File: config.mk
export PLATFORM = sky130hd
export DESIGN_NAME = pdm_mic_emulator
export DESIGN_NICKNAME = d
export VERILOG_FILES = /design/src/rtl/pdm_mic_emulator.sv
export SDC_FILE = /design/constraint.sdc
export NUM_CORES = 1
export LEC_CHECK = 0
export ABC_AREA = 0
export ABC_CLOCK_PERIOD_IN_PS = 9100
export CAP_MARGIN = 40
export CORE_MARGIN = 2
export CORE_UTILIZATION = 55
export DETAILED_ROUTE_END_ITERATION = 7
export PLACE_DENSITY = 0.8
export SLEW_MARGIN = 20
export SYNTH_ARGS = -nofsm -noshare
export SYNTH_HDL_FRONTEND = slang
export SYNTH_SLANG_ARGS = --single-unit
File: constraint.sdc
create_clock -name clk_100 -period 9.1 [get_ports clk_100]
set_clock_uncertainty 0.2 [all_clocks]
set_input_delay 1.82 -clock clk_100 [delete_from_list [all_inputs] [get_ports clk_100]]
set_output_delay 1.82 -clock clk_100 [all_outputs]
set_load 0.005 [all_outputs]
File: src/rtl/pdm_mic_emulator.sv
// PDM MEMS microphone emulator: sine tone from a phase accumulator and a 64-entry LUT,
// converted to a 1-bit stream by a first-order sigma-delta, clocked out on mic_clk edges.
module pdm_mic_emulator #(
    parameter int PHASE_W  = 24,
    parameter int SAMPLE_W = 10,
    parameter int CNT_W    = 16
) (
    input  logic               clk_100,
    input  logic               rst_n,
    input  logic               mic_clk,
    input  logic               micLRSel,
    input  logic               enable,
    input  logic [PHASE_W-1:0] phase_inc,
    input  logic [7:0]         amplitude,
    output logic               micData,
    output logic               micData_oe,
    output logic [CNT_W-1:0]   bit_count
);

    localparam logic [SAMPLE_W-1:0] MID_SCALE = {1'b1, {(SAMPLE_W-1){1'b0}}};

    logic               mic_clk_s1, mic_clk_s2, mic_clk_s3;
    logic               rise, fall, sel_edge;
    logic [PHASE_W-1:0] phase;
    logic [SAMPLE_W-1:0] acc;
    logic signed [9:0]  lut_val;
    logic [SAMPLE_W-1:0] u_val;
    logic [SAMPLE_W:0]  sum;

    // Quarter-wave table mirrored into a full period: round(511*sin(2*pi*i/64)).
    function automatic logic signed [9:0] sine_lut(input logic [5:0] idx);
        logic [4:0] k;
        logic [9:0] mag;
        k = idx[4] ? 5'(6'd32 - {1'b0, idx[4:0]}) : idx[4:0];
        case (k)
            5'd0:    mag = 10'd0;
            5'd1:    mag = 10'd50;
            5'd2:    mag = 10'd100;
            5'd3:    mag = 10'd148;
            5'd4:    mag = 10'd196;
            5'd5:    mag = 10'd241;
            5'd6:    mag = 10'd284;
            5'd7:    mag = 10'd324;
            5'd8:    mag = 10'd361;
            5'd9:    mag = 10'd395;
            5'd10:   mag = 10'd425;
            5'd11:   mag = 10'd451;
            5'd12:   mag = 10'd472;
            5'd13:   mag = 10'd489;
            5'd14:   mag = 10'd501;
            5'd15:   mag = 10'd509;
            5'd16:   mag = 10'd511;
            default: mag = 10'd0;
        endcase
        sine_lut = idx[5] ? (10'sd0 - $signed(mag)) : $signed(mag);
    endfunction

    // Gain with arithmetic floor shift, then offset to unsigned mid-scale.
    function automatic logic [SAMPLE_W-1:0] scale_offset(input logic signed [9:0] lut,
                                                         input logic [7:0] gain);
        logic signed [18:0] prod;
        logic [SAMPLE_W-1:0] scaled;
        prod   = $signed({{9{lut[9]}}, lut}) * $signed({11'd0, gain});
        scaled = SAMPLE_W'(prod >>> 8);
        scale_offset = scaled + MID_SCALE;
    endfunction

    assign rise     = mic_clk_s2 & ~mic_clk_s3;
    assign fall     = ~mic_clk_s2 & mic_clk_s3;
    assign sel_edge = micLRSel ? fall : rise;

    assign lut_val = sine_lut(phase[PHASE_W-1 -: 6]);
    assign u_val   = scale_offset(lut_val, amplitude);
    assign sum     = {1'b0, acc} + {1'b0, u_val};

    // Stage boundary: synchroniser, generator state and output bit all update on clk_100.
    always_ff @(posedge clk_100) begin
        if (!rst_n) begin
            mic_clk_s1 <= 1'b0;
            mic_clk_s2 <= 1'b0;
            mic_clk_s3 <= 1'b0;
            phase      <= '0;
            acc        <= '0;
            micData    <= 1'b0;
            micData_oe <= 1'b0;
            bit_count  <= '0;
        end else begin
            mic_clk_s1 <= mic_clk;
            mic_clk_s2 <= mic_clk_s1;
            mic_clk_s3 <= mic_clk_s2;
            micData_oe <= enable;
            if (!enable) begin
                micData <= 1'b0;
            end else if (sel_edge) begin
                micData   <= sum[SAMPLE_W];
                acc       <= sum[SAMPLE_W-1:0];
                phase     <= phase + phase_inc;
                bit_count <= bit_count + CNT_W'(1);
            end
        end
    end

endmodule
# --- Word level (Yosys, flattened, before mapping) ---
# Memories as Yosys holds them, arrays and structs flattened.
# Index checks and enable logic that the tools add are counted.
# Widths: inputs -> output; s select.
word_totals:
  register_bits: 55
  mem_bits_ro: 288
  in_bits: 37
  out_inout_bits: 18
  word_cells: 25
  memories: 1
op_classes:
  n_addsub: 6
  n_mul: 1
  mux: 3
  bitwise: 4
  n_reduce_logical: 2
mem_list:
  columns: ["memory", "words", "word_bits", "read_ports", "rd_ports_with_merged_regs", "wr", "line_no", "text"]
  rows:
  - ["(no name shown)", 32, 9, 1, 0, 0, "35", "case (k)"]
op_table:
  columns: ["cell", "count"]
  rows:
  - ["$add 24x24->24", 1]
  - ["$mul 10x9->18", 1]
  - ["$add 16x1->16 const B", 1]
  - ["$add 10x10->11", 1]
  - ["$add 10x10->10 const B", 1]
  - ["$mux 10", 1]
  - ["$sub 1x10->10 const A", 1]
  - ["$mux 5", 1]
  - ["$sub 1x5->5 const A", 1]
  - ["$reduce_and 2->1", 2]
  - ["$and 1x1->1", 2]
  - ["$not 1->1", 2]
  - ["$mux 1", 1]

# --- Depth between registers and ports, before layout ---
# Gate-level depths: netlist of run 1.
# An unclocked memory read counts as a cell.
depth:
  ltp_word: 8
  depth_mapped: 41
  ltp_nobuf: 41

# --- Least setup slack after synthesis of run 1 ---
# Ideal clock, no wire load.
synth_path:
  path_type: "register to register"
  start: "register phase[18]"
  end: "register micData"
  setup_time_ps: 124
  arrival_ps: 8573
  t_required_ps: 8776
  slack_ps: 203
  stages_incl_launch_ff: 40
  path_buffers: 1
  period_less_slack_ps: 8897
  cell_sequence: "dfxtp_1 inv_1 ha_1 nand2_1 o21ai_1 inv_1 ha_1 and3_1 or3_1 clkbuf_1 inv_1 ha_1 inv_1 a221oi_1 o211ai_1 o31ai_1 xnor2_1 nand2_1 [4 not listed] fa_1 fa_1 inv_1 ha_1 a21o_1 o41ai_1 nor2_1 a211oi_1 nor2_1 fa_1 a21o_1 a21oi_1 o21bai_1 a21oi_1 o21bai_1 a21o_1 a21oi_1 o21ai_0"
synth_between:
  elab_chain_cells: 8
synth_lines:
  columns: ["element", "line_no", "text"]
  rows:
  - ["start, declared", "24", "logic [PHASE_W-1:0] phase;"]
  - ["start signal, assigned", "97", "phase <= phase + phase_inc;"]
  - ["$sub 1x5->5", "34", "k = idx[4] ? 5'(6'd32 - {1'b0, idx[4:0]}) : idx[4:0];"]
  - ["$mux 5 *", "34", null]
  - ["$mem_v2 32x9 *", null, null]
  - ["$sub 1x10->10", "55", "sine_lut = idx[5] ? (10'sd0 - $signed(mag)) : $signed(mag);"]
  - ["$mux 10 *", "55", null]
  - ["$mul 10x9->18 *", "63", "prod = $signed({{9{lut[9]}}, lut}) * $signed({11'd0, gain});"]
  - ["$add 10x10->10 *", "65", "scale_offset = scaled + MID_SCALE;"]
  - ["$add 10x10->11 *", "74", "assign sum = {1'b0, acc} + {1'b0, u_val};"]
  - ["end signal, assigned", "95", "micData <= sum[SAMPLE_W];"]
  - ["end, declared", "15", "output logic micData,"]
# Every way passes the cells marked *; elsewhere a longest branch is shown, timed or not.
# A chain may end at the register's enable or synchronous reset.

# --- Worst setup path after layout of run 1 ---
layout_path:
  start: "register phase[18]"
  end: "register acc[8]"
layout_between:
  elab_chain_cells: 8
layout_lines:
  columns: ["element", "line_no", "text"]
  rows:
  - ["$sub 1x5->5", "34", null]
  - ["$mux 5 *", "34", null]
  - ["$mem_v2 32x9 *", null, null]
  - ["$sub 1x10->10", "55", null]
  - ["$mux 10 *", "55", null]
  - ["$mul 10x9->18 *", "63", null]
  - ["$add 10x10->10 *", "65", null]
  - ["$add 10x10->11 *", "74", null]
  - ["end signal, assigned", "96", "acc <= sum[SAMPLE_W-1:0];"]
  - ["end, declared", "25", "logic [SAMPLE_W-1:0] acc;"]
# Marks and branches as above.

==> reports/qor.csv, run 1 <==
stage,metric,value,unit
cells_and_area,"Net count, final",1096,
power,VDD IR-drop max,0.0857,mV
yosys,number of flops mapped to enable cells by yosys,0,
cells_and_area,final core utilization,63.9,%
clock_tree,CTS hold repair buffers,0,
cells_and_area,ANT cells,0,
detailed_routing,Via Count,5988,
sta,Fin Hold WS,0.240,ns
power,P per Cell Area,82.2,mW/mm2
die,# rows,41,
place,hpwl dp,11500,um
clock_tree,htree depth,2,
sta,fin. max-slew vios,0,
die,core area,0.0126,mm2
sta,setup ws final,0.537,ns
cells_and_area,most frequent cells in the layout,"inv_1, nand2_1, ha_1",
global_route,largest net degree at the start of global routing,39,
detailed_routing,DRT iter0 DRCs,392,
detailed_routing,routed len/inst,13.5,um
cells_and_area,Layout Cells excl Fill,1092,
cells_and_area,Filler cells,1112,
clock_tree,CTS tree,done,
clock_tree,clk slew on worst S/H paths,0.07,ns
sta,Tmin final,8.56,ns
detailed_routing,final WL,14700,um
die,die width,118,um
sta,period utilization,94.1,%
sta,setup_tns,0,ns
cells_and_area,"most common cell after layout, fill and taps aside",inv_1,
global_route,Tot GR Track Use,22.1,%
sta,maximum clock rate,117,MHz
sta,Final Hold Viols,0,
clock_tree,Worst-Skew Late Latency,0.29,ns
yosys,most used flip-flop cell after synthesis,dfxtp_1,
critical_path,CP endpoint kind,flip-flop,
place,dpl cell area,0.00786,mm2
yosys,Mean Syn Cell Area,8.18,um2
critical_path,worst path required time,9.11,ns
worst_hold_path,Hold Path Class,flip-flop to flip-flop,
cells_and_area,Multi-input gate area,0.00549,mm2
yosys,register area share after synthesis,15.5,%
die,die area,0.0138,mm2
critical_path,CP Data Arrival Time,8.58,ns
cells_and_area,share of post-route cells with drive strength above 1,5.22,%
critical_path,launching point of the worst reg2reg path,phase[18],
detailed_routing,First-pass DRT Iterations,4,
cells_and_area,Synth-to-Final Area Change,13.5,%
critical_path,Critical Path Start Type,flip-flop,
yosys,"flops & latches, synth",55,
cells_and_area,FF/Latch Area,0.00110,mm2
critical_path,CP Class,flip-flop to flip-flop,
clock_tree,Root Buffer,clkbuf_16,
place,Final Wtd Congestion,0.890,
global_route,gr ovfl total,0,
critical_path,crit path from,phase[18],
critical_path,Slowest Stage Delay on Critical Path,0.54,ns
place,Placed Instances,1081,
detailed_routing,Routed Antenna Nets,0,
place,Setup WS pre-CTS,0.371,ns
critical_path,crit-path max FO,6,
yosys,Post-Syn Instances,869,
die,die height,118,um
power,Tot Pwr,0.663,mW
yosys,Mapped Area,0.00711,mm2
clock_tree,TritonCTS Sinks,55,
global_route,first-pass GRT wire length,26400,um
global_route,vias in the first global route,5874,
die,Ports,55,
worst_hold_path,Hold Path Origin,mic_clk_s1,
sta,final setup fails,0,
power,static leakage,3.68,nW
outcome,status,finished clean,
global_route,initial antenna violation count,0,
sta,Rel. slew slack,56.1,%
detailed_routing,# DRC,0,
detailed_routing,Via density,5.48,
sta,RSZ-0062 raised after global routing,false,
clock_tree,maximum clock insertion buffer count,2,
sta,Least-Margin Pin Slew,0.654,ns
clock_tree,cts bufs inserted,5,
yosys,synth unique cells,62,
critical_path,Slowest cell on crit path,fa_1,
run,max_cap viols,0,
place,IO buf count,54,
die,starting density of the core,56.3,%
yosys,synth warn,0,
yosys,"Async S/R FF share, synth",0,%
yosys,Mapped Nets,1046,
cells_and_area,Post-Layout Inst Area,0.00807,mm2
power by group:
part	total [mW]	internal [mW]	switching, mW
Sequential	0.248	0.245	0.00356
Clock	0.194	0.102	0.0916
Combinational	0.221	0.0977	0.123
synthesized netlist by cell type, types with 5 or more instances:
cell      count  share of area, %
inv_1       115               6.1
nand2_1     101               5.3
ha_1         75                13
fa_1         65                18
dfxtp_1      55                15
and2_1       50               4.4
a21oi_1      43               3.0
nor2_1       41               2.2
xnor2_1      35               4.3
o21ai_0      31               2.2
nand3_1      24               1.7
xor2_1       21               2.6
clkbuf_1     19               1.0
nor3_1       18               1.3
a21o_1       17               1.8
a211oi_1     15               1.6
nand2b_1     10              0.88
nor2b_1      10              0.88
o21a_1       10               1.1
and3_1        9              0.79
or3_1         9              0.79
a31oi_1       7              0.62
buf_1         6              0.32
nand4_1       6              0.53
o21bai_1      6              0.63
mux2i_1       5              0.70
nor4_1        5              0.44
o31ai_1       5              0.53
state kept, by name, summed over array words and instances, names as in the netlist:
name        flops
mic_clk_s2      1
phase          24
acc            10
micData_oe      1
mic_clk_s3      1
mic_clk_s1      1
micData         1
bit_count      16
critical path: cells and delay by family (launching register included):
kind | cells | cell delay (ns)
xor+xnor | 2 | 0.31
simple gates | 8 | 1.35
compound gates | 13 | 2.51
buf+inv | 6 | 0.52
fa+ha+maj | 8 | 3.25
flops | 1 | 0.33
metal layers:
layer | share of wire, % | GRT usage, % | vias to the layer above
li1 | - | - | 3000
met1 | 47 | 29.9 | 2882
met2 | 49 | 39.0 | 100
met3 | 4.0 | 2.91 | 6
met4 | 0.40 | 2.41 | 0
met5 | 0 | 0 | -
kinds of logic after synthesis:
logic type / count (synthesis) / synth area share [%]
compound gates: 171 / 16.4
simple gates: 294 / 20.6
fa+ha+maj: 140 / 31.5
buf+inv: 145 / 7.78
flops: 55 / 15.5
xor+xnor: 57 / 7.29
mux: 7 / 1.02
worst paths after layout:
path,end,slack [ns],cells past startpoint
setup / recovery,acc[8],0.54,37
hold reg to reg,mic_clk_s2,0.24,1
hold / removal,mic_clk_s2,0.24,1
setup reg to reg,acc[8],0.54,37
what timing repair did:
action,CTS,global route
setup endpoints to repair,0,5
gates resized for setup,0,8
setup buffers,0,3
area by class of cell:
cell class,instances,area share [%]
Timing Repair Buffer,73,8.47
Multi-Input combinational cell,669,68.1
Inverter,115,5.35
Clock inverter,3,0.233
Tap cell,172,2.67
Sequential cell,55,13.6
Clock buffer,5,1.55
Power figures use the tool's default switching activity.
==> run 2, diff against run 1 <==
- CORE_MARGIN: 2 -> not set
==> run 2 against run 1 <==
Compared with the run above:
- sequential cell count is the same
- first-iteration DRC count rose by 6.1%
- sequential share of layout area hardly changed
- final cell count is essentially flat
- largest power group unchanged
- worst setup slack worse by 0.066 ns
- critical endpoint is now micData
- count of clock-buffer cells in the layout stayed put
- via count increased by 0.55%
- clock power rose by 17%
- maximum frequency decreased by 0.77%
- design area grew 0.26%
- sequential power hardly changed
==> reports/qor.csv, run 2 (synthesis results as in run 1) <==
stage,metric,value,unit
die,die height,116,um
clock_tree,Root Buffer,clkbuf_16,
sta,setup_tns,0,ns
cells_and_area,Largest regs,"phase (24), bit_count (16), acc (10)",
place,Final Wtd Congestion,0.864,
critical_path,Slowest Stage Delay on Critical Path,0.54,ns
sta,Rel. slew slack,49.1,%
cells_and_area,most frequent cells in the layout,"inv_1, nand2_1, ha_1",
sta,Tmin final,8.63,ns
place,IO buf count,54,
global_route,largest net degree at the start of global routing,39,
critical_path,Critical Path Start Type,flip-flop,
detailed_routing,Via Count,6021,
power,Tot Pwr,0.697,mW
clock_tree,clk slew on worst S/H paths,0.08,ns
clock_tree,TritonCTS Sinks,55,
cells_and_area,FF/Latch Area,0.00110,mm2
clock_tree,maximum clock insertion buffer count,2,
detailed_routing,DRT iter0 DRCs,416,
global_route,Tot GR Track Use,22.9,%
sta,fin. max-slew vios,0,
critical_path,reg2reg path depth,40,
sta,maximum clock rate,116,MHz
place,Placed Instances,1081,
detailed_routing,# DRC,0,
clock_tree,Worst-Skew Late Latency,0.30,ns
power,VDD IR-drop max,0.0794,mV
clock_tree,CTS tree,done,
critical_path,Worst R2R Setup Slack,0.47,ns
die,# rows,41,
sta,final setup fails,0,
worst_hold_path,Hold Path Class,flip-flop to flip-flop,
critical_path,crit-path max FO,6,
sta,Final Hold Viols,0,
global_route,first-pass GRT wire length,25200,um
detailed_routing,routed len/inst,13.3,um
detailed_routing,final WL,14600,um
place,hpwl dp,11300,um
die,starting density of the core,56.3,%
sta,RSZ-0062 raised after global routing,true,
cells_and_area,ANT cells,0,
global_route,gr ovfl total,0,
cells_and_area,"most common cell after layout, fill and taps aside",inv_1,
global_route,vias in the first global route,5724,
cells_and_area,share of post-route cells with drive strength above 1,5.22,%
critical_path,CP Class,flip-flop to flip-flop,
cells_and_area,"Net count, final",1095,
worst_hold_path,cell depth of the worst hold path,1,
die,Ports,55,
clock_tree,cts bufs inserted,5,
clock_tree,CTS hold repair buffers,0,
critical_path,CP endpoint kind,flip-flop,
critical_path,Slowest cell on crit path,fa_1,
die,die width,116,um
run,max_cap viols,0,
power,P per Cell Area,86.1,mW/mm2
cells_and_area,max reg flops,24,
sta,period utilization,94.8,%
cells_and_area,Layout Cells excl Fill,1091,
critical_path,worst path required time,9.09,ns
cells_and_area,Synth-to-Final Area Change,13.8,%
die,die area,0.0134,mm2
cells_and_area,final core utilization,64.1,%
cells_and_area,Multi-input gate area,0.00549,mm2
critical_path,CP Data Arrival Time,8.62,ns
clock_tree,htree depth,2,
power,static leakage,3.69,nW
die,core area,0.0126,mm2
sta,Least-Margin Pin Slew,0.758,ns
detailed_routing,Via density,5.52,
detailed_routing,First-pass DRT Iterations,5,
global_route,initial antenna violation count,0,
detailed_routing,Routed Antenna Nets,0,
critical_path,Crit path top cell by count,inv_1,
cells_and_area,Largest Register,phase,
cells_and_area,Filler cells,1083,
outcome,status,finished clean,
-- run 2: cell types whose count changed in the layout (fill, tap and decap cells not counted), sizes merged --
cell / change
bufinv: +1
inv: +1
clkinv: -2
buf: -1
-- run 2: layout make-up --
class / count / share of cell area (%)
clock inverters: 3 / 0.619
repair buffers: 72 / 8.35
well taps: 172 / 2.66
inverters: 115 / 5.34
multi-input cells: 669 / 67.9
clock buffers: 5 / 1.55
flip-flops and latches: 55 / 13.6
-- run 2: final timing paths --
path	start	to
setup reg to reg	phase[18]	micData
hold reg to reg	mic_clk_s1	mic_clk_s2
hold / removal	mic_clk_s1	mic_clk_s2
setup / recovery	phase[18]	micData
-- run 2: metrics by stage --
stage	setup slack, ns	area, um2	hold slack, ns
after detailed placement	0.346	7860	0.217
final	0.471	8090	0.236
after CTS	0.334	8040	0.236
after global routing	-0.0933	8090	0.255
after global placement	0.524	7860	0.214
after floorplan	0.203	7110	0.212
-- run 2: where the power goes --
group | internal, mW | switching [mW] | leakage, nW
Clock | 0.133 | 0.0943 | 0.0863
Sequential | 0.245 | 0.00365 | 0.445
Combinational | 0.0974 | 0.124 | 3.16
Total | 0.475 | 0.222 | 3.69
-- run 2: timing repair --
action	in CTS	in global routing
hold endpoints to repair	0	0
gates resized for setup	0	9
setup endpoints to repair	0	6
buffers inserted	0	2
-- run 2: critical path, delay by kind of cell (launching register included) --
kind | cells | cell delay [ns]
fa+ha+maj | 10 | 3.63
compound gates | 15 | 2.78
flops | 1 | 0.34
buf+inv | 7 | 0.55
simple gates | 6 | 0.68
xor+xnor | 2 | 0.35
-- run 2: layer usage --
layer	part of all wire, %	wire length [um]	GRT usage [%]	vias to the layer above
met4	0.67	97	3.16	0
li1	-	-	-	3002
met2	49	7130	40.6	111
met1	47	6830	30.7	2897
met5	0	0	0	-
met3	3.4	496	2.56	11
==> run 3, diff against run 2 <==
- CORE_UTILIZATION: 55 -> 60
- DONT_BUFFER_PORTS: not set -> 1
- PLACE_DENSITY: 0.8 -> 0.81
- SLEW_MARGIN: 20 -> not set
==> run 3 against run 2 <==
Compared with the run above:
- via count shrank 3.9%
- largest cell class unchanged
- register-to-register slack improved by 0.14 ns
- critical path type unchanged
- highest routed layer unchanged
- sequential power is essentially flat
- non-clock buffer count is 59 lower
- hold slack better by 0.018 ns
==> reports/qor.csv, run 3 (synthesis results as in run 1) <==
stage,metric,value,unit
cells_and_area,Largest regs,"phase (24), bit_count (16), acc (10)",
global_route,Tot GR Track Use,23.8,%
sta,maximum clock rate,118,MHz
sta,fin. max-slew vios,0,
clock_tree,cts bufs inserted,5,
sta,Tmin final,8.49,ns
die,die height,111,um
critical_path,worst path required time,9.12,ns
cells_and_area,Synth-to-Final Area Change,5.70,%
critical_path,Critical Path Start Type,flip-flop,
clock_tree,Root Buffer,clkbuf_16,
sta,period utilization,93.3,%
critical_path,Slowest Stage Delay on Critical Path,0.55,ns
critical_path,Worst R2R Setup Slack,0.61,ns
detailed_routing,Via density,5.77,
global_route,gr ovfl total,0,
critical_path,"Buf+Inv Stages, Crit Path",5,
die,die width,111,um
critical_path,CP Class,flip-flop to flip-flop,
critical_path,CP Data Arrival Time,8.51,ns
detailed_routing,DRT iter0 DRCs,289,
outcome,status,finished clean,
place,Placed Instances,995,
cells_and_area,share of post-route cells with drive strength above 1,5.47,%
cells_and_area,ANT cells,0,
sta,Rel. slew slack,52.3,%
global_route,largest net degree at the start of global routing,39,
place,Final Wtd Congestion,0.876,
clock_tree,TritonCTS Sinks,55,
cells_and_area,"Net count, final",1036,
cells_and_area,max reg flops,24,
cells_and_area,final core utilization,65.5,%
clock_tree,CTS tree,done,
clock_tree,clk slew on worst S/H paths,0.08,ns
clock_tree,maximum clock insertion buffer count,2,
cells_and_area,Layout Cells excl Fill,1003,
die,starting density of the core,62.0,%
cells_and_area,Post-Layout Inst Area,0.00751,mm2
place,IO buf count,0,
sta,Least-Margin Pin Slew,0.710,ns
cells_and_area,"most common cell after layout, fill and taps aside",inv_1,
place,hpwl dp,11100,um
clock_tree,htree depth,2,
cells_and_area,Filler cells,970,
detailed_routing,First-pass DRT Iterations,4,
run,max_cap viols,0,
global_route,vias in the first global route,5669,
critical_path,crit-path max FO,6,
sta,final setup fails,0,
cells_and_area,Largest Register,phase,
die,# rows,39,
global_route,initial antenna violation count,0,
power,static leakage,3.48,nW
cells_and_area,most frequent cells in the layout,"inv_1, nand2_1, ha_1",
die,die area,0.0123,mm2
detailed_routing,final WL,14300,um
clock_tree,Worst-Skew Late Latency,0.30,ns
sta,setup_tns,0,ns
power,VDD IR-drop max,0.0977,mV
detailed_routing,Routed Antenna Nets,0,
critical_path,CP endpoint kind,flip-flop,
detailed_routing,routed len/inst,14.2,um
sta,RSZ-0062 raised after global routing,false,
die,Ports,55,
sta,Final Hold Viols,0,
detailed_routing,Via Count,5788,
place,dpl cell area,0.00726,mm2
critical_path,Slowest cell on crit path,fa_1,
critical_path,kind of cell adding the most delay to the critical path,adder cells,
global_route,first-pass GRT wire length,25000,um
power,P per Cell Area,89.3,mW/mm2
die,core area,0.0115,mm2
detailed_routing,# DRC,0,
power,Tot Pwr,0.671,mW
clock_tree,# Post-CTS Setup Buffers,0,
worst_hold_path,Hold Path Class,flip-flop to flip-flop,
run 3: cell count changes in the layout (fill, tap and decap cells not counted), sizes merged:
cell / delta
buf: -5
clkdlybuf4s50: -54
run 3: path summary, 6_finish.rpt:
check | startpoint | endpoint | cells after the start
min reg2reg | mic_clk_s1 | mic_clk_s2 | 1
max reg2reg | phase[18] | acc[8] | 36
min | mic_clk_s1 | mic_clk_s2 | 1
max | phase[18] | acc[8] | 36
run 3: report_power, final:
group | internal [mW] | switching, mW | total [mW]
Combinational | 0.0819 | 0.112 | 0.194
Sequential | 0.245 | 0.00376 | 0.248
Clock | 0.133 | 0.0954 | 0.228
Total | 0.459 | 0.212 | 0.671
run 3: cell type report:
type	count	area [um2]	area share [%]
inverters	115	432	5.75
well taps	143	179	2.38
clock buffers	5	125	1.67
clock inverters	3	50.0	0.666
multi-input cells	669	5530	73.6
repair buffers	13	97.6	1.30
flip-flops and latches	55	1100	14.7
run 3: worst register-to-register path: cells and delay by family, from the launching register on:
family,cells,cell delay (ns)
flip-flops,1,0.33
adder cells (fa/ha/maj),9,3.41
AND/OR/NAND/NOR,7,1.33
XOR/XNOR,3,0.46
AO/OA/AOI/OAI,12,2.34
buffers and inverters,5,0.35
run 3: per-stage QoR:
step	hold WS, ns	setup WS [ns]
3_5_place_dp	0.230	0.112
2_1_floorplan	0.212	0.203
4_1_cts	0.260	0.0657
5_1_grt	0.277	0.0285
6_report	0.254	0.607
3_3_place_gp	0.227	0.289
run 3: routing by layer:
layer  routed length [um]  global-route usage (%)  vias to the layer above
li1                     -                       -                     2886
met1                 6700                    31.4                     2795
met2                 6960                    42.2                      101
met3                  542                    4.16                        6
met4                   65                    2.31                        0
met5                    0                       0                        -
run 3: repair_timing:
item | CTS | global route
hold buffers | 0 | 0
hold endpoints to repair | 0 | 0
resized for setup | 0 | 14
setup endpoints to repair | 0 | 7
